[src/rtl/rr_arb_mux_if.sv]
// rr_arb_mux_if: handshake bundle between N producers, the arbitrating mux
// and its single consumer. The mux side takes the slave modport.
interface rr_arb_mux_if #(
    parameter int WIDTH    = 32,
    parameter int CHANNELS = 4,
    parameter int SELW     = $clog2(CHANNELS)
);
    logic [CHANNELS-1:0]       in_valid;
    logic [CHANNELS*WIDTH-1:0] in_data;
    logic [CHANNELS-1:0]       in_ready;
    logic                      out_valid;
    logic [WIDTH-1:0]          out_data;
    logic [SELW-1:0]           out_sel;
    logic                      out_ready;

    // mux side: consumes producer offers, drives the output register
    modport slave (
        input  in_valid, in_data, out_ready,
        output in_ready, out_valid, out_data, out_sel
    );

    // environment side: producers plus the downstream consumer
    modport master (
        output in_valid, in_data, out_ready,
        input  in_ready, out_valid, out_data, out_sel
    );
endinterface

[src/rtl/rr_arb_mux.sv]
// rr_arb_mux: N-channel, W-bit registered multiplexer with built-in
// round-robin / fixed-priority arbitration and a one-entry output register.
// The round-robin pointer is kept below CHANNELS at all times, so
// non-power-of-two channel counts never see an out-of-range index.
module rr_arb_mux #(
    parameter int WIDTH    = 32,
    parameter int CHANNELS = 4
) (
    input  logic        clk,
    input  logic        reset,
    input  logic        mode,
    rr_arb_mux_if.slave bus
);
    localparam int SELW = $clog2(CHANNELS);
    localparam int CW   = SELW + 1;
    localparam logic [SELW-1:0] LAST = SELW'(CHANNELS - 1);

    logic [SELW-1:0]     ptr;
    logic                load_en;
    logic                gnt_found;
    logic [SELW-1:0]     gnt_idx;
    logic [WIDTH-1:0]    gnt_data;
    logic [CW-1:0]       cand;
    logic [CHANNELS-1:0] ready_c;
    logic                xfer;
    logic                out_valid_q;
    logic [WIDTH-1:0]    out_data_q;
    logic [SELW-1:0]     out_sel_q;

    assign load_en = !out_valid_q || bus.out_ready;

    // Find the first requester scanning upward from ptr (round-robin) or 0 (fixed)
    always_comb begin
        gnt_found = 1'b0;
        gnt_idx   = '0;
        cand      = '0;
        for (int k = 0; k < CHANNELS; k++) begin
            // one extra bit keeps base+k from overflowing before the wrap
            cand = {1'b0, (mode ? {SELW{1'b0}} : ptr)} + CW'(k);
            if (cand >= CW'(CHANNELS)) begin
                cand = cand - CW'(CHANNELS);
            end
            if (!gnt_found && bus.in_valid[cand[SELW-1:0]]) begin
                gnt_found = 1'b1;
                gnt_idx   = cand[SELW-1:0];
            end
        end
    end

    // Select the granted channel's word with constant slices only
    always_comb begin
        gnt_data = '0;
        for (int c = 0; c < CHANNELS; c++) begin
            if (gnt_idx == SELW'(c)) begin
                gnt_data = bus.in_data[c*WIDTH +: WIDTH];
            end
        end
    end

    // One-hot accept, suppressed under backpressure and during reset
    always_comb begin
        ready_c = '0;
        if (!reset && load_en && gnt_found) begin
            ready_c[gnt_idx] = 1'b1;
        end
    end

    assign xfer = |ready_c;

    // Output register and round-robin pointer; load wins over drain so a
    // consume and a new load on the same edge leave no bubble
    always_ff @(posedge clk) begin
        if (reset) begin
            out_valid_q <= 1'b0;
            out_data_q  <= '0;
            out_sel_q   <= '0;
            ptr         <= '0;
        end else if (xfer) begin
            out_valid_q <= 1'b1;
            out_data_q  <= gnt_data;
            out_sel_q   <= gnt_idx;
            if (!mode) begin
                ptr <= (gnt_idx == LAST) ? '0 : gnt_idx + 1'b1;
            end
        end else if (out_valid_q && bus.out_ready) begin
            out_valid_q <= 1'b0;
        end
    end

    assign bus.in_ready  = ready_c;
    assign bus.out_valid = out_valid_q;
    assign bus.out_data  = out_data_q;
    assign bus.out_sel   = out_sel_q;
endmodule

[src/flat_wrapper.sv]
// flat-port wrapper written by rule: the top's interface ports become plain ports
module rr_arb_mux_flat 
#(
    parameter int WIDTH    = 32,
    parameter int CHANNELS = 4
)
  (clk, reset, mode, bus_in_valid, bus_in_data, bus_out_ready, bus_in_ready, bus_out_valid, bus_out_data, bus_out_sel);
  rr_arb_mux_if #(.WIDTH(WIDTH), .CHANNELS(CHANNELS)) bus_i ();
  input  logic clk;
  input  logic reset;
  input  logic mode;
  input wire logic [$bits(bus_i.in_valid)-1:0] bus_in_valid;
  input wire logic [$bits(bus_i.in_data)-1:0] bus_in_data;
  input wire logic [$bits(bus_i.out_ready)-1:0] bus_out_ready;
  output wire logic [$bits(bus_i.in_ready)-1:0] bus_in_ready;
  output wire logic [$bits(bus_i.out_valid)-1:0] bus_out_valid;
  output wire logic [$bits(bus_i.out_data)-1:0] bus_out_data;
  output wire logic [$bits(bus_i.out_sel)-1:0] bus_out_sel;
  assign bus_i.in_valid = bus_in_valid;
  assign bus_i.in_data = bus_in_data;
  assign bus_i.out_ready = bus_out_ready;
  assign bus_in_ready = bus_i.in_ready;
  assign bus_out_valid = bus_i.out_valid;
  assign bus_out_data = bus_i.out_data;
  assign bus_out_sel = bus_i.out_sel;
  rr_arb_mux #(.WIDTH(WIDTH), .CHANNELS(CHANNELS)) u_core (.clk(clk), .reset(reset), .mode(mode), .bus(bus_i));
endmodule
[config.mk]
export PLATFORM = sky130hd
export DESIGN_NAME = rr_arb_mux_flat
export DESIGN_NICKNAME = d
export VERILOG_FILES = /design/src/rtl/rr_arb_mux_if.sv /design/src/rtl/rr_arb_mux.sv /design/src/flat_wrapper.sv
export SDC_FILE = /design/constraint.sdc
export NUM_CORES = 1
export LEC_CHECK = 0
export ABC_AREA = 1
export CAP_MARGIN = 25
export CORE_UTILIZATION = 40
export CTS_CLUSTER_SIZE = 40
export DETAILED_ROUTE_END_ITERATION = 6
export PLACE_DENSITY = 0.88
export SLEW_MARGIN = 30
export SYNTH_ARGS = -nofsm -noshare
export SYNTH_HDL_FRONTEND = slang
export SYNTH_SLANG_ARGS = --single-unit
[constraint.sdc]
create_clock -name clk -period 5.8 [get_ports clk]
set_input_delay 1.16 -clock clk [delete_from_list [all_inputs] [get_ports clk]]
set_output_delay 1.16 -clock clk [all_outputs]
set_load 0.005 [all_outputs]
==> impl_metrics.json <==
{
  "slowest_delay_ns": 0.51,
  "vias": 3643,
  "postCtsSetupBuffers": 0,
  "yosysSeqAreaShare_pct": 27.7,
  "max_cap_violations": 0,
  "period_needed_ns": 5.03,
  "setup_slack_ns": 0.771,
  "hold_viol": 0,
  "cts_tree": "done",
  "placed_cells": 679,
  "postCtsResizedCells": 0,
  "status": "completed",
  "detail_route.wl_per_cell_um": 14.3,
  "cts_max_level": 2,
  "grt_pass1_wl_mm": 16.0,
  "fin_cells": 686,
  "fin_crit_sh_pct": 86.7,
  "worstPathArrival_ns": 3.87,
  "synth_seq_cells": 37,
  "ys.flop_type": "dfxtp_1",
  "cts-buffers-inserted": 5,
  "wl_met2_mm": 4.95,
  "path_cells": "clkdlybuf4s50_1, inv_2, nand2_1, nand2_1, nand2_1, nand2_1, nand2_1, nor2_4, nand3_1, o21bai_1, ha_1, inv_1, nor2_1, clkdlybuf4s50_1",
  "required_ns": 4.64,
  "track_usage_pct": 27.9,
  "antenna_cells": 0,
  "finalClockSkew_ns": 0.00569,
  "start_util_pct": 41.8,
  "clock-sinks": 37,
  "ant_nets": 0,
  "gp_congestion": 0.852,
  "syn_area_per_cell_sq_um": 5.83,
  "top_layer": "met4",
  "nFillCells": 563,
  "syn_to_final_growth_pct": 67.4,
  "crit_path_max_fanout": 13,
  "fp.dieW_um": 83.7,
  "num_io_pins": 175,
  "p_per_area_nw_per_um2": 458,
  "cts.clk_slew.worst_paths_ns": 0.07,
  "cp-start-kind": "input port",
  "port_buffers": 174,
  "syn-num-nets": 598,
  "final_area_sq_um": 4470,
  "slew_headroom_pct": 45.3,
  "cts-root-buf": "clkbuf_8",
  "synth_cells": 458,
  "antenna_found_initial": 0,
  "slew_viol_final": 0,
  "clock_latency_ns": 0.28,
  "critical_path.top_delay_family": "buffers and inverters",
  "synth-async-reset-ratio_pct": 0,
  "ys_warn_count": 0,
  "wl_mm": 9.78,
  "worstMarginPinSlew_ns": 0.815,
  "rows": 29,
  "wl_met3_mm": 1.05,
  "gr-total-overflow": 0,
  "ir_drop_mv": 0.309,
  "placed_cell_area_sq_um": 4390,
  "drt_pass1_iterations": 4,
  "wl_met1_mm": 3.55,
  "first_iter_violations": 221,
  "ys_types": 24,
  "totalPowerFinal_mw": 2.05,
  "multi_input_area_sq_um": 1680,
  "fmax_mhz": 199,
  "setup_violations": 0,
  "die_area_sq_um": 7010,
  "drive_gt1_share_pct": 3.45,
  "syn_area_sq_um": 2670,
  "drcViolationCount": 0,
  "dp_hpwl_mm": 7.13,
  "rsz0062_at_grt": "no",
  "cts_buffer_depth": 2,
  "crit_buf_inv": 4,
  "p_leak_nw": 1.86,
  "fp.dieH_um": 83.7,
  "crit_slowest_cell": "clkdlybuf4s50_1",
  "grt_max_degree": 66,
  "min_path_type": "register to register",
  "fin_tns_setup_ns": 0,
  "cts_hold_buf": 0,
  "grt_pass1_vias": 3428,
  "num-nets-final": 749,
  "core_area_sq_um": 6390,
  "via_per_inst": 5.31,
  "critical_path_class": "input port to primary output",
  "crit_top_cell": "nand2_1",
  "register_area_sq_um": 741,
  "place_ws_ns": 0.829,
  "critPathCaptureType": "primary output",
  "synth_edf_count": 0
}
## placed cells by master, fill, tap and decap left out, types with 2 or more instances in the layout
| cell type | netlist | layout |
|---|---|---|
| nand2_2 | 2 | 2 |
| nand2_1 | 93 | 93 |
| clkdlybuf4s50_1 | 0 | 174 |
| a21oi_1 | 34 | 34 |
| ha_1 | 4 | 3 |
| nand3b_1 | 3 | 3 |
| nor2_1 | 76 | 76 |
| clkbuf_8 | 0 | 6 |
| dfxtp_1 | 37 | 37 |
| clkinv_1 | 1 | 2 |
| inv_1 | 16 | 15 |
| nand3_1 | 46 | 46 |
| o21ai_0 | 101 | 101 |
| buf_4 | 1 | 7 |
| o211ai_1 | 2 | 2 |
## synthesized netlist by cell type (2+ instances only)
| library cell | number | area [sq um] |
|---|---|---|
| a21oi_1 | 34 | 170 |
| clkbuf_2 | 2 | 10.0 |
| o21ai_0 | 101 | 505 |
| nand3_1 | 46 | 230 |
| nor2_1 | 76 | 285 |
| clkbuf_1 | 25 | 93.8 |
| nand2_2 | 2 | 12.5 |
| buf_2 | 2 | 10.0 |
| buf_6 | 4 | 45.0 |
| buf_1 | 3 | 11.3 |
| o211ai_1 | 2 | 15.0 |
| nand2_1 | 93 | 349 |
| inv_1 | 16 | 60.1 |
| ha_1 | 4 | 50.1 |
| dfxtp_1 | 37 | 741 |
| nand3b_1 | 3 | 22.5 |
## per-layer routing
layer / track usage [%] / up-vias
li1: - / 1818
met1: 31.0 / 1635
met2: 50.5 / 169
met3: 7.52 / 21
met4: 10.2 / 0
met5: 0 / -
## state kept, by name, summed over array words and instances, names as in the netlist
signal	flops
u_core.bus.out_valid	1
u_core.ptr	2
u_core.bus.out_sel	2
u_core.bus.out_data	32
## layout make-up
cell class	count	area share, %
well taps	77	2.15
clock buffers	7	1.93
repair buffers	181	40.1
flip-flops and latches	37	16.6
multi-input cells	365	37.6
inverters	19	1.62
## kinds of logic (layout without fill, tap and decap cells)
logic type,count (synthesis),after routing,share of synthesized area [%]
AOI/OAI and AO/OA,138,138,26.1
adders and majority gates,4,4,1.87
buffers and inverters,56,207,9.37
DFF,37,37,27.7
and+or+nand+nor,223,223,34.9
## worst reg2reg max path, stage by stage, from the launching register on
cell and delay, ns:
dfxtp_1 0.54, nand2_4 0.13, nand2_1 0.09, nand2_1 0.08, nand2_1 0.07, nand2_1 0.12, nor2_4 0.14, nand3_1 0.11
o21bai_1 0.37, ha_2 0.28, buf_4 0.44, o211ai_1 0.20, nand2_2 0.24, clkinv_2 0.44, nor2_1 0.24, nor2_1 0.07
## worst paths after layout
check / startpoint / end / slack (ns) / depth (start not counted)
max: mode / bus_in_ready[2] / 0.77 / 14
min: u_core.bus.out_sel[0]$_SDFFE_PP0P_ / u_core.bus.out_sel[0]$_SDFFE_PP0P_ / 0.50 / 2
max reg2reg: u_core.ptr[0]$_SDFFE_PP0P_ / u_core.bus.out_data[0]$_SDFFE_PP0P_ / 2.12 / 15
min reg2reg: u_core.bus.out_sel[0]$_SDFFE_PP0P_ / u_core.bus.out_sel[0]$_SDFFE_PP0P_ / 0.50 / 2
## power by group
| part | internal [mW] | total [mW] | leakage [nW] | switching, mW |
|---|---|---|---|---|
| logic | 0.599 | 1.48 | 1.51 | 0.880 |
| registers | 0.344 | 0.392 | 0.306 | 0.0475 |
| clock network | 0.0942 | 0.178 | 0.0443 | 0.0835 |
## stage by stage
stage                     utilization, %  hold WS, ns
after floorplan                        -        0.480
after global placement              68.7        0.490
after detailed placement            68.7        0.490
after CTS                           70.0        0.499
after global routing                70.0        0.536
final                               70.0        0.496
(Power assumes the default switching activity.)
